`src/rtl/nrisc_int_pkg.sv`:
```
// rtl/nrisc_int_pkg.sv - shared types and constants for the NRISC-Aurora interrupt controller
package nrisc_int_pkg;

  typedef enum logic [1:0] {
    IDLE    = 2'd0,
    SIGNAL  = 2'd1,
    SERVICE = 2'd2
  } int_state_t;

  localparam logic [1:0] ADDR_MASK = 2'd0;
  localparam logic [1:0] ADDR_EDGE = 2'd1;
  localparam logic [1:0] ADDR_PEND = 2'd2;
  localparam logic [1:0] ADDR_BASE = 2'd3;

  localparam int N_IRQ_DEF = 8;
  localparam int VEC_W_DEF = 8;
  localparam int TAM       = 16;
  localparam int N_IData   = 8;

endpackage

```
`src/rtl/nrisc_int_sync.sv`:
```
// rtl/nrisc_int_sync.sv - two-flop synchroniser with rising-edge detect for one request line
module nrisc_int_sync (
  input  logic clk,
  input  logic rst,
  input  logic din,
  output logic level,
  output logic rise
);

  logic s1, s2, s3;

  always_ff @(posedge clk or posedge rst) begin
    if (rst) begin
      s1 <= 1'b0;
      s2 <= 1'b0;
      s3 <= 1'b0;
    end else begin
      s1 <= din;
      s2 <= s1;
      s3 <= s2;
    end
  end

  assign level = s2;
  assign rise  = s2 & ~s3;

endmodule

```
`src/rtl/nrisc_int_ctrl.sv`:
```
// rtl/nrisc_int_ctrl.sv - config registers, pending logic, priority encoder and dispatch FSM
module nrisc_int_ctrl
  import nrisc_int_pkg::*;
#(
  parameter int N_IRQ = N_IRQ_DEF,
  parameter int VEC_W = VEC_W_DEF
) (
  input  logic             clk,
  input  logic             rst,
  input  logic [N_IRQ-1:0] irq_in,
  input  logic             eoi,
  input  logic             cfg_write,
  input  logic [1:0]       cfg_addr,
  input  logic [7:0]       cfg_wdata,
  output logic [7:0]       cfg_rdata,
  output logic             INTERRUPT_flag,
  output logic [VEC_W-1:0] INTERRUPT_ch,
  output logic             int_busy
);

  localparam int IDX_W = (N_IRQ > 1) ? $clog2(N_IRQ) : 1;

  int_state_t       state, state_nxt;
  logic [N_IRQ-1:0] mask_q, edge_q, pend_q, lvl_q;
  logic [N_IRQ-1:0] sync_lvl, sync_rise;
  logic [N_IRQ-1:0] pending, cand, set_v, clr_v, win_onehot;
  logic [7:0]       base_q;
  logic [IDX_W-1:0] win_idx, win_q;
  logic [VEC_W-1:0] ch_q;
  logic             any_cand, wr_mask, wr_edge, wr_pend, wr_base;

  for (genvar g = 0; g < N_IRQ; g++) begin : g_sync
    nrisc_int_sync u_sync (
      .clk   (clk),
      .rst   (rst),
      .din   (irq_in[g]),
      .level (sync_lvl[g]),
      .rise  (sync_rise[g])
    );
  end

  assign wr_mask = cfg_write && (cfg_addr == ADDR_MASK);
  assign wr_edge = cfg_write && (cfg_addr == ADDR_EDGE);
  assign wr_pend = cfg_write && (cfg_addr == ADDR_PEND);
  assign wr_base = cfg_write && (cfg_addr == ADDR_BASE);

  // Level lines are re-registered so both modes share the same request-to-flag latency.
  assign pending  = (pend_q & edge_q) | (lvl_q & ~edge_q);
  assign cand     = pending & mask_q;
  assign any_cand = |cand;

  always_comb begin
    win_onehot        = '0;
    win_onehot[win_q] = 1'b1;
    set_v             = sync_rise & edge_q;
    clr_v             = '0;
    if (wr_pend) clr_v = clr_v | cfg_wdata[N_IRQ-1:0];
    if (wr_edge) clr_v = clr_v | (edge_q ^ cfg_wdata[N_IRQ-1:0]);
    if (state == SIGNAL) clr_v = clr_v | win_onehot;
  end

  always_comb begin
    win_idx = '0;
    for (int i = N_IRQ - 1; i >= 0; i--) begin
      if (cand[i]) win_idx = IDX_W'(i);
    end
  end

  always_comb begin
    state_nxt = state;
    case (state)
      IDLE:    if (any_cand) state_nxt = SIGNAL;
      SIGNAL:  state_nxt = SERVICE;
      SERVICE: if (eoi) state_nxt = IDLE;
      default: state_nxt = IDLE;
    endcase
  end

  always_ff @(posedge clk or posedge rst) begin
    if (rst) begin
      state  <= IDLE;
      mask_q <= '0;
      edge_q <= '0;
      base_q <= '0;
      pend_q <= '0;
      lvl_q  <= '0;
      win_q  <= '0;
      ch_q   <= '0;
    end else begin
      state <= state_nxt;
      if (wr_mask) mask_q <= cfg_wdata[N_IRQ-1:0];
      if (wr_edge) edge_q <= cfg_wdata[N_IRQ-1:0];
      if (wr_base) base_q <= cfg_wdata;
      // A fresh edge wins over any clear landing in the same cycle.
      pend_q <= (pend_q & ~clr_v) | set_v;
      lvl_q  <= sync_lvl;
      if (state == IDLE && any_cand) begin
        win_q <= win_idx;
        ch_q  <= VEC_W'(base_q) + VEC_W'(win_idx);
      end
    end
  end

  always_comb begin
    cfg_rdata = '0;
    case (cfg_addr)
      ADDR_MASK: cfg_rdata[N_IRQ-1:0] = mask_q;
      ADDR_EDGE: cfg_rdata[N_IRQ-1:0] = edge_q;
      ADDR_PEND: cfg_rdata[N_IRQ-1:0] = pending;
      default:   cfg_rdata            = base_q;
    endcase
  end

  assign INTERRUPT_flag = (state == SIGNAL);
  assign int_busy       = (state == SERVICE);
  assign INTERRUPT_ch   = ch_q;

endmodule

```
`config.mk`:
```
export PLATFORM = sky130hd
export DESIGN_NAME = nrisc_int_ctrl
export DESIGN_NICKNAME = d
export VERILOG_FILES = /design/src/rtl/nrisc_int_pkg.sv /design/src/rtl/nrisc_int_sync.sv /design/src/rtl/nrisc_int_ctrl.sv
export SDC_FILE = /design/constraint.sdc
export NUM_CORES = 1
export LEC_CHECK = 0
export CAP_MARGIN = 20
export CORE_MARGIN = 8
export CORE_UTILIZATION = 40
export DETAILED_ROUTE_END_ITERATION = 8
export GPL_TIMING_DRIVEN = 0
export PLACE_DENSITY = 0.61
export SLEW_MARGIN = 20
export SYNTH_ARGS = -nofsm -noshare
export SYNTH_HDL_FRONTEND = slang
export SYNTH_HIERARCHICAL = 1
export SYNTH_SLANG_ARGS = --single-unit
```
`constraint.sdc`:
```
create_clock -name clk -period 4.2 [get_ports clk]
set_input_delay 0.84 -clock clk [delete_from_list [all_inputs] [get_ports clk]]
set_output_delay 0.84 -clock clk [all_outputs]
set_load 0.01 [all_outputs]
```
==> metrics.txt <==
H-Tree Depth 3; outcome complete, no violations; Final Hold Viols 0; Yosys reg bits 77; final wirelength 6860 µm; deepest clock path buffer count 2; Yosys top cell area share 56.3%; critical path type input pin to output port; RSZ-0062 raised after global routing no; vias in the first global route 2227; pin count of the biggest net entering global routing 54; Simple-Gate Fraction of Synth Area 10.2%; Leakage 1.81 nW; Seq/Total Area, Yosys 56.3%; Mapped Nets 300; final setup violation count 0; CTS Hold Bufs 0; die area 0.0118 mm²; Design Area, Final about 0.0042 mm²; Final HPWL DP 5230 µm; DR vias 2197; via-per-instance ratio around 5.1; Tcrit/Tclk final 84.3%; initial antenna violation count 0; CTS root buffer clkbuf_8; Pins Over Slew Limit 0; cts repair resizes 0; Worst Skew between 10 and 15 ps; HP Class register to register; multiplexer share of the synthesized area 15.1%; setup_tns 0 ps; total congestion overflow 0; DRT met1 WL about 3100 µm; routed wl met3 just under 300 µm; Peak VDD IR 197 µV; Area contributors post-synth dfrtp_1 (56%), mux2_2 (8.6%), mux4_2 (5.3%); top_reg_cell synth dfrtp_1; crit path max fanout 10; routability cong. 0.788; synth unique cells 42; TritonCTS clock tree yes; hold slack final approximately 350 ps; Worst Path Required 3360 ps; compound-cell area share of the yosys netlist 12.3%; area share of fa/ha/maj cells after synthesis 1.68%; Worst-path clk slew about 70 ps; row count 33; All-Layer GR Usage between 10% and 20%; die width 109 µm; post-route setup slack 659 ps; Max Cap Viol 0; # diodes 0; non-filler cells, final around 430; Worst slew margin 53.0%; FILL cells ~750; Area Growth Syn to Fin 22.1%; Nets 350; Syn Area/Cell 12.5 µm²; Setup Buffers After CTS 0; CP startpoint kind input pin; clock sink count 77; Area after DPL 0.00395 mm²; post-synth top area cell dfrtp_1; EDFF count, synth 0; port bufs 39; Worst-Skew Late Latency 350 ps; Highest Signal Layer met4; Crit path arrival time approximately 2700 ps; Place WS 623 ps; Placed Cells incl. Taps 418; Syn Inst Count 274; XOR/XNOR Fraction of Synth Area 1.54%; synthesis warning total 6; CTS buffer count 9; Worst-Margin Slew between 700 and 800 ps; PwrDens roughly 600 mW/mm²; share of cells above drive strength 1 21.9%; Top-Level Pins 40; global-route wire length before repair 11400 µm; wire per inst 15.8 µm; DR pass1 iterations 4; share of synthesized registers carrying an async set or reset between 90% and 100%; DRC viols 0; largest family of logic cells by synthesized area multiplexers; Initial Utilization 41.5%; ANT nets after route 0; Initial DRC Count 165; die height 109 µm; Mapped Area 0.00342 mm²; Final Critical Period about 3500 ps; kind of end point of the critical path output port; routed wl met2 3330 µm; achievable frequency 282 MHz; Core ar. roughly 0.0083 mm²
==> path summary, 6_finish.rpt <==
kind,from,to,slack [ps],cells past startpoint
hold reg to reg,g_sync[1].u_sync/s1,g_sync[1].u_sync/level,350,0
setup reg to reg,edge_q[6],INTERRUPT_ch[6],1230,12
min in group asynchronous,rst,g_sync[5].u_sync/s1,960,2
hold / removal,g_sync[1].u_sync/s1,g_sync[1].u_sync/level,350,0
max in group asynchronous,rst,edge_q[1],2570,2
setup / recovery,cfg_addr[1],cfg_rdata[3],660,4
==> per-stage QoR <==
step	power (mW)	util [%]
2_1_floorplan	1.53	-
3_3_place_gp	1.81	47.8
3_5_place_dp	1.83	47.8
4_1_cts	2.48	50.6
5_1_grt	2.60	50.6
6_report	2.44	50.6
==> cell families after synthesis <==
logic type      count (synthesis)
xor+xnor                        6
compound gates                 64
fa+ha+maj                       4
buf+inv                        24
simple gates                   62
flops                          77
mux                            37
==> routing by layer <==
metal / global-route usage (%) / vias to the layer above
met5: 0 / -
met4: 6.45 / 0
met3: 2.68 / 11
met2: 20.0 / 38
met1: 16.3 / 1083
li1: - / 1065
==> placed cells by master, fill, tap and decap left out, types with 2 or more instances in the layout <==
master	Yosys	final
nand3_1	2	2
nor2b_4	8	8
dfrtp_1	77	77
a21o_1	2	2
nor2b_1	4	4
nand2_1	35	35
a22oi_2	2	2
nor2_1	5	5
o221ai_1	4	4
o21ai_0	14	14
inv_1	17	16
a31oi_1	4	4
o31a_1	2	2
bufinv_16	0	2
mux2_4	3	3
a21oi_1	16	16
mux4_2	8	8
clkbuf_1	2	2
mux2_2	26	26
xor2_1	4	4
xnor2_1	2	2
buf_2	3	3
clkdlybuf4s50_1	0	39
clkbuf_8	0	11
ha_1	3	3
o21ai_1	9	9
nand2b_1	3	3
o21a_1	2	2
==> worst max-delay path, stage by stage <==
cell and delay, ps:
clkdlybuf4s50_1 490, buf_2 300, mux4_2 560, clkdlybuf4s50_1 500
==> power breakdown <==
| part | leakage, nW | total [mW] | switching, mW | internal (mW) |
|---|---|---|---|---|
| clock network | 0.116 | 0.637 | 0.268 | 0.368 |
| logic | 0.781 | 0.783 | 0.365 | 0.417 |
| registers | 0.911 | 1.03 | 0.128 | 0.897 |
==> cell type report <==
cell class	instances	area [µm²]	share of cell area (%)
plain buffers	6	30.0	0.718
clock buffers	11	151	3.62
clock inverters	5	81.3	1.95
inverters	18	70.1	1.68
multi-input cells	173	1400	33.5
flip-flops and latches	77	1930	46.1
well taps	105	131	3.14
repair buffers	39	390	9.34
==> cells in the mapped netlist, drive strengths merged (4+ instances only) <==
cell	instances
o221ai	4
dfrtp	77
mux2	29
xor2	4
buf	4
nor2b	12
a31oi	4
inv	18
o21ai	23
nand2	35
nor2	5
a22oi	4
a21oi	16
mux4	8
==> registers in the layout, indices dropped and copies added, names as in the netlist <==
register / count
edge_q: 8
base_q: 8
g_sync.u_sync/s3: 8
pend_q: 8
win_q: 3
g_sync.u_sync/level: 8
g_sync.u_sync/s1: 8
INTERRUPT_ch: 8
lvl_q: 8
mask_q: 8
state: 2
(Power assumes the default switching activity.)
